===== config.mk =====
export PLATFORM = sky130hd
export DESIGN_NAME = input_debouncer
export DESIGN_NICKNAME = d
export VERILOG_FILES = /design/src/rtl/input_debouncer_pkg.sv /design/src/rtl/input_debouncer_sync_chain.sv /design/src/rtl/input_debouncer.sv
export SDC_FILE = /design/constraint.sdc
export NUM_CORES = 1
export LEC_CHECK = 0
export ABC_AREA = 1
export ABC_CLOCK_PERIOD_IN_PS = 1100
export CAP_MARGIN = 10
export CORE_MARGIN = 5
export CORE_UTILIZATION = 25
export CTS_CLUSTER_DIAMETER = 120
export DETAILED_ROUTE_END_ITERATION = 16
export DONT_BUFFER_PORTS = 1
export PLACE_DENSITY = 0.47
export SYNTH_ARGS = -nofsm -noshare
export SYNTH_HDL_FRONTEND = slang
export SYNTH_SLANG_ARGS = --single-unit

===== constraint.sdc =====
create_clock -name clk -period 1.1 [get_ports clk]
set_input_delay 0.22 -clock clk [delete_from_list [all_inputs] [get_ports clk]]
set_output_delay 0.22 -clock clk [all_outputs]
set_load 0.01 [all_outputs]

===== src/rtl/input_debouncer_pkg.sv =====
// Shared types and parameter defaults for the input debouncer.
package input_debouncer_pkg;

  localparam int unsigned SyncStagesDefault     = 2;
  localparam int unsigned DebounceCyclesDefault = 4;
  localparam int unsigned CntWidthDefault       = 8;

  typedef enum logic [1:0] {
    StLowStable,
    StWaitHigh,
    StHighStable,
    StWaitLow
  } deb_state_e;

endpackage


===== src/rtl/input_debouncer_sync_chain.sv =====
// Multi-flop synchronizer bringing an asynchronous level into the clk domain.
module sync_chain #(
  parameter int unsigned STAGES = 2
) (
  input  logic clk,
  input  logic rst,
  input  logic d,
  output logic q
);

  logic [STAGES-1:0] sync_q;

  always_ff @(posedge clk) begin
    if (rst) begin
      sync_q <= '0;
    end else begin
      sync_q <= {sync_q[STAGES-2:0], d};
    end
  end

  assign q = sync_q[STAGES-1];

endmodule


===== src/rtl/input_debouncer.sv =====
// Debounces a glitchy asynchronous input into a registered level with edge pulses
// and a saturating count of accepted rising edges.
module input_debouncer
  import input_debouncer_pkg::*;
#(
  parameter int unsigned SYNC_STAGES     = SyncStagesDefault,
  parameter int unsigned DEBOUNCE_CYCLES = DebounceCyclesDefault,
  parameter int unsigned CNT_WIDTH       = CntWidthDefault
) (
  input  logic                 clk,
  input  logic                 rst,
  input  logic                 din,
  input  logic                 clr_count,
  output logic                 level,
  output logic                 rise,
  output logic                 fall,
  output logic [CNT_WIDTH-1:0] rise_count,
  output logic                 cnt_sat
);

  localparam int unsigned StableW = ($clog2(DEBOUNCE_CYCLES) > 0) ? $clog2(DEBOUNCE_CYCLES) : 1;
  localparam logic [StableW-1:0]   StableLast = StableW'(DEBOUNCE_CYCLES - 1);
  localparam logic [StableW-1:0]   StableOne  = StableW'(1);
  localparam logic [CNT_WIDTH-1:0] CntMax     = '1;

  logic din_s;

  sync_chain #(
    .STAGES(SYNC_STAGES)
  ) u_sync (
    .clk(clk),
    .rst(rst),
    .d  (din),
    .q  (din_s)
  );

  deb_state_e         state_q, state_d;
  logic [StableW-1:0] stable_q, stable_d;
  logic               level_q, level_d;
  logic               rise_q, rise_d;
  logic               fall_q, fall_d;

  always_comb begin
    state_d  = state_q;
    stable_d = stable_q;
    level_d  = level_q;
    rise_d   = 1'b0;
    fall_d   = 1'b0;
    unique case (state_q)
      StLowStable: begin
        if (din_s) begin
          state_d  = StWaitHigh;
          stable_d = StableOne;
        end
      end
      StWaitHigh: begin
        if (!din_s) begin
          state_d  = StLowStable;
          stable_d = '0;
        end else if (stable_q == StableLast) begin
          state_d  = StHighStable;
          stable_d = '0;
          level_d  = 1'b1;
          rise_d   = 1'b1;
        end else begin
          stable_d = stable_q + 1'b1;
        end
      end
      StHighStable: begin
        if (!din_s) begin
          state_d  = StWaitLow;
          stable_d = StableOne;
        end
      end
      StWaitLow: begin
        if (din_s) begin
          state_d  = StHighStable;
          stable_d = '0;
        end else if (stable_q == StableLast) begin
          state_d  = StLowStable;
          stable_d = '0;
          level_d  = 1'b0;
          fall_d   = 1'b1;
        end else begin
          stable_d = stable_q + 1'b1;
        end
      end
      default: begin
        state_d  = StLowStable;
        stable_d = '0;
      end
    endcase
  end

  always_ff @(posedge clk) begin
    if (rst) begin
      state_q  <= StLowStable;
      stable_q <= '0;
      level_q  <= 1'b0;
      rise_q   <= 1'b0;
      fall_q   <= 1'b0;
    end else begin
      state_q  <= state_d;
      stable_q <= stable_d;
      level_q  <= level_d;
      rise_q   <= rise_d;
      fall_q   <= fall_d;
    end
  end

  logic [CNT_WIDTH-1:0] cnt_q, cnt_d;
  logic                 sat_q, sat_d;

  // Counts the registered rise pulse, so the count lags the pulse by one cycle.
  always_comb begin
    cnt_d = cnt_q;
    sat_d = sat_q;
    if (clr_count) begin
      cnt_d = '0;
      sat_d = 1'b0;
    end else if (rise_q && (cnt_q != CntMax)) begin
      cnt_d = cnt_q + 1'b1;
      if (cnt_q == (CntMax - 1'b1)) begin
        sat_d = 1'b1;
      end
    end
  end

  always_ff @(posedge clk) begin
    if (rst) begin
      cnt_q <= '0;
      sat_q <= 1'b0;
    end else begin
      cnt_q <= cnt_d;
      sat_q <= sat_d;
    end
  end

  assign level      = level_q;
  assign rise       = rise_q;
  assign fall       = fall_q;
  assign rise_count = cnt_q;
  assign cnt_sat    = sat_q;

endmodule


# Yosys cells after proc, flatten, opt, wreduce, memory -nomap -nowiden
# Index checks and enable logic that the tools add are counted.
[word_totals] regBits=18 elab_cells=55 output_inout_bits=12
[classes] n_eq_ne=14 n_mux=18 add_sub_neg=2 reduce_logical=10 n_bitwise=3
[op_table] cell="2-bit two-way mux" count=10
[op_table] cell="2-bit case mux with 4 select lines" count=2
[op_table] cell="8-bit by 1-bit adder with 8-bit output (second input constant)" count=1
[op_table] cell="8-bit equality test (second input constant)" count=1
[op_table] cell="2-bit != test (second input constant)" count=4
[op_table] cell="8-bit != test (second input constant)" count=1
[op_table] cell="2-bit equality test (second input constant)" count=3
[op_table] cell="3-bit OR reduction" count=2
[op_table] cell="1-bit two-way mux" count=5
[op_table] cell="5-bit AND reduction" count=1
[op_table] cell="2-bit by 1-bit != test with 1-bit output (second input constant)" count=2
[op_table] cell="2-bit AND reduction" count=2
[op_table] cell="4-bit AND reduction" count=1
[op_table] cell="3-bit by 2-bit != test with 1-bit output (second input constant)" count=1
[op_table] cell="3-bit != test (second input constant)" count=1
[op_table] cell="1-bit NOT" count=3
[op_table] cell="2-bit by 1-bit adder with 2-bit output (second input constant)" count=1
[op_table] cell="2-bit by 1-bit equality test with 1-bit output (second input constant)" count=1
[op_table] cell="2-bit zero test" count=1
[op_table] cell="1-bit case mux with 2 select lines" count=1
[op_table] cell="2-bit nonzero test" count=1
[op_table] cell="2-bit OR reduction" count=1
[op_table] cell="1-bit logical AND" count=1

# Logic depth before layout (Yosys ltp)
[logic_depth] word_depth=4 depth_mapped=8 ltp_nobuf=8

# Modules after synthesis
# From an unflattened synthesis, not the netlist that was laid out.
[hier_totals] hier_cells=116 hier_area_um2=825.8
[by_module_without_submodules] mod="input_debouncer" cells_each=110 seq_area_each_um2=320.3 n_inst=1 area_each_um2=770.7
[by_module_without_submodules] mod="sync_chain" cells_each=6 seq_area_each_um2=40.0 n_inst=1 area_each_um2=55.1

# Worst setup path after synthesis
# Ideal clock, no wire load.
[synth_path] path_kind="register -> register" start="register cnt_q[1] (netlist: rise_count[1])" end="register cnt_q[1] (netlist: rise_count[1])" required_ps=984 setup_slack_ps=-189 period_less_slack_ps=1289 stages_incl_launch_ff=9 arrival_ps=1174 setup_ps=116 path_cell_list="dfxtp_1 ha_1 inv_1 nor2_4 nand2_4 nand2_4 inv_2 nor2_1 nor2_1"
[synth_via] elab_chain_len=2
[synth_lines] element="start, declared" line="input_debouncer.sv:111" source="logic [CNT_WIDTH-1:0] cnt_q, cnt_d;"
[synth_lines] element="start signal, assigned" line="input_debouncer.sv:134" source="cnt_q <= cnt_d;"
[synth_lines] element="parallel branches: the longest is 2 deep, another holds 8-bit by 1-bit adder with 8-bit output"
# Parallel ways; which one is timed is not known.
# A chain may end at the register's enable or synchronous reset.

# Final worst setup path
[layout_path] start="register cnt_q[0] (netlist: rise_count[0])" end="register cnt_q[7] (netlist: rise_count[7])"
# Same word-level chain as after synthesis.

==> qor.csv <==
metric,value,unit
Worst-path clk slew,0.10,ns
final worst-path cycle share,1.06,
Final Hold Violating Endpoints,0,
Min-Delay Path Class,in2reg,
fmax,861,MHz
vias in the first global route,712,
initial antenna violation count,0,
drt first pass iters,4,
"crit path setup slack, layout",-0.0608,ns
Global Route Usage Sum,0.0888,
clock power share,0.373,
Setup crit start kind,flip-flop,
mapped cell area,820,µm²
final non-filler cell area,0.00110,mm²
"flops & latches, synth",18,
Final Skew,0.00415,ns
Crit. End Element,flip-flop,
Synth Area in Simple Gates,0.296,
Post-route DRC,0,
WL/cell,10.0,µm
critical path cell sequence,ha_4 -> inv_2 -> nor2_4 -> nand2_4 -> nand2_8 -> inv_6 -> nand2_1 -> a21oi_2,
CP max-delay cell,dfxtp_4,
combinational share of power,0.031,
post-synthesis sequential area ratio,0.440,
Syn-to-layout area delta,34.2,%
syn avg cell area,7.32,µm²
via count,753,
CP arrival,1.36,ns
nets,139,
post-DP HPWL,1360,µm
IO buf count,0,
worst path required time,1.30,ns
Worst Tran Pin Value,0.346,ns
remaining antenna violation count,0,
post-route minimum period,1.16,ns
worst skew pair latency,0.29,ns
part of the power in registers,0.596,
final core utilization,0.354,
CTS tree,done,
Post-Synth Adder-Cell Area,0.0458,
worst-case clock buffer depth,2,
Core Region,0.00310,mm²
initial core utilization,0.264,
status,finished with violations,
internal power,864,µW
final setup violation count,9,
Sinks on Clock Net,18,
cell leakage power,0.451,nW
P_sw,230,µW
first-iteration detailed-routing DRC count,17,
die height,67.3,µm
CTS buffer count,3,
pin count of the biggest net entering global routing,11,
Unique masters post-synth,17,
GRT Residual Overflow,0,
Post-Syn Instances,112,
number of max-cap violations,0,
H-Tree Depth,1,
Final GP Congestion,0.781,
n_diodes,0,
placed instance area,983,µm²
normalized max-slew margin,0.768,
share of cells above drive strength 1,0.298,
Synth Net Count,119,
area of the die,0.00452,mm²
failing checks,negative setup slack,
CP Class,reg2reg,
VDD IR max,0.000647,V
largest family of logic cells by synthesized area,simple AND/OR/NAND/NOR gates,
synth warn,0,
Pins Over Slew Limit,0,
Switching Fraction,0.210,
XOR/XNOR Fraction of Synth Area,0.0321,
Die W,67.3,µm
critical-path maximum fanout,7,
Via-to-Cell Ratio,4.30,
row cnt,20,
WP buf/inv,2,
CTS root buffer,clkbuf_4,
"slowest stage delay, CP",0.40,ns
top cell family by delay on the critical path,flip-flops,
final wirelength,1760,µm
first-pass GRT wire length,2990,µm
mux cell area share after synthesis,0,
I/O pin count,16,
Pwr per Cell Area,995,mW/mm²
unrepaired setup endpoints after global routing,true,
Compound-Gate Fraction of Synth Area,0.0947,
[synthesized netlist by cell type]
master | number | area share
a21oi_1 | 7 | 0.043
dfxtp_1 | 18 | 0.44
ha_1 | 3 | 0.046
inv_1 | 19 | 0.087
inv_2 | 1 | 0.0046
nand2_1 | 24 | 0.11
nand2_2 | 1 | 0.0076
nand2_4 | 2 | 0.027
nand3_1 | 5 | 0.031
nand4_1 | 2 | 0.015
nor2_1 | 17 | 0.078
nor2_4 | 2 | 0.027
o21ai_0 | 4 | 0.024
o21ai_1 | 2 | 0.012
o22ai_1 | 2 | 0.015
xnor2_1 | 1 | 0.011
xor2_1 | 2 | 0.021
[path summary, 6_finish.rpt]
kind              slack [ns]        startpoint  cells past startpoint                to
setup / recovery       -0.06     rise_count[0]                      8     rise_count[7]
hold / removal          0.02               din                      2  u_sync.sync_q[0]
setup reg to reg       -0.06     rise_count[0]                      8     rise_count[7]
hold reg to reg         0.41  u_sync.sync_q[0]                      2  u_sync.sync_q[1]
[metal layers]
| layer | up-vias | track usage | routed length [µm] |
|---|---|---|---|
| li1 | 392 | - | - |
| met1 | 337 | 0.0987 | 722 |
| met2 | 20 | 0.150 | 840 |
| met3 | 4 | 0.0399 | 165 |
| met4 | 0 | 0.0304 | 28 |
| met5 | - | 0 | 0 |
[layout by cell type (no fill, tap or decap)]
cell,instances
nand2_1,22
inv_1,18
nor2_1,15
buf_4,11
dfxtp_1,10
a21oi_1,5
nand3_1,5
o21ai_1,4
dfxtp_4,4
dfxtp_2,4
nand2_2,3
clkbuf_4,3
nor2_4,2
nand4_1,2
o22ai_1,2
xor2_1,2
nor2_2,2
o21ai_0,2
a21oi_2,2
ha_1,2
dlygate4sd3_1,2
buf_6,2
inv_2,1
nand2_4,1
nand2_8,1
inv_6,1
xnor2_1,1
ha_4,1
clkbuf_8,1
[final cells by class]
| class | instances | area (µm²) |
|---|---|---|
| repair buffers | 15 | 125 |
| inverters | 20 | 80.1 |
| well taps | 44 | 55.1 |
| fillers | 345 | 2000 |
| multi-input cells | 74 | 423 |
| flip-flops and latches | 18 | 380 |
| clock buffers | 4 | 36.3 |
[timing repair]
item | in CTS | in global routing
pin swaps | 1 | 3
cloned | 0 | 0
hold buffers | 1 | 1
setup endpoints to repair | 11 | 15
hold endpoints to repair | 3 | 1
setup buffers | 0 | 2
resized for setup | 5 | 12
[flip-flops by register name, summed over array words and instances (netlist names), named ones only]
| signal | count |
|---|---|
| state_q | 1 |
| rise_count | 8 |
| u_sync.sync_q | 2 |
| fall | 1 |
| rise | 1 |
| cnt_sat | 1 |
| stable_q | 2 |
| level | 1 |
[power groups by stage]
stage	clock network [mW]	registers, mW	logic, mW
2_1_floorplan	0	0.671	0.0205
3_3_place_gp	0	0.672	0.0249
3_5_place_dp	0	0.672	0.0253
4_1_cts	0.429	0.657	0.0297
5_1_grt	0.468	0.654	0.0399
6_report	0.408	0.653	0.0340
[per-stage QoR]
stage / TNS [ns] / hold WS [ns] / cells / setup WS, ns / total power, mW
after floorplan: -0.00328 / 0.289 / 112 / -0.00288 / 0.691
after global placement: -0.0367 / 0.292 / 167 / -0.0193 / 0.696
after CTS: -0.403 / 0.00514 / 172 / -0.0663 / 1.12
final: -0.355 / 0.0215 / 175 / -0.0608 / 1.09
after global routing: -1.02 / 0.00204 / 175 / -0.134 / 1.16
after detailed placement: -0.250 / 0.295 / 167 / -0.0522 / 0.697
[logic make-up after synthesis]
family,count (synthesis)
and+or+nand+nor,53
buffers and inverters,20
DFF,18
AOI/OAI and AO/OA,15
xor gates and xnor gates,3
adders and majority gates,3
(Power assumes the default switching activity.)
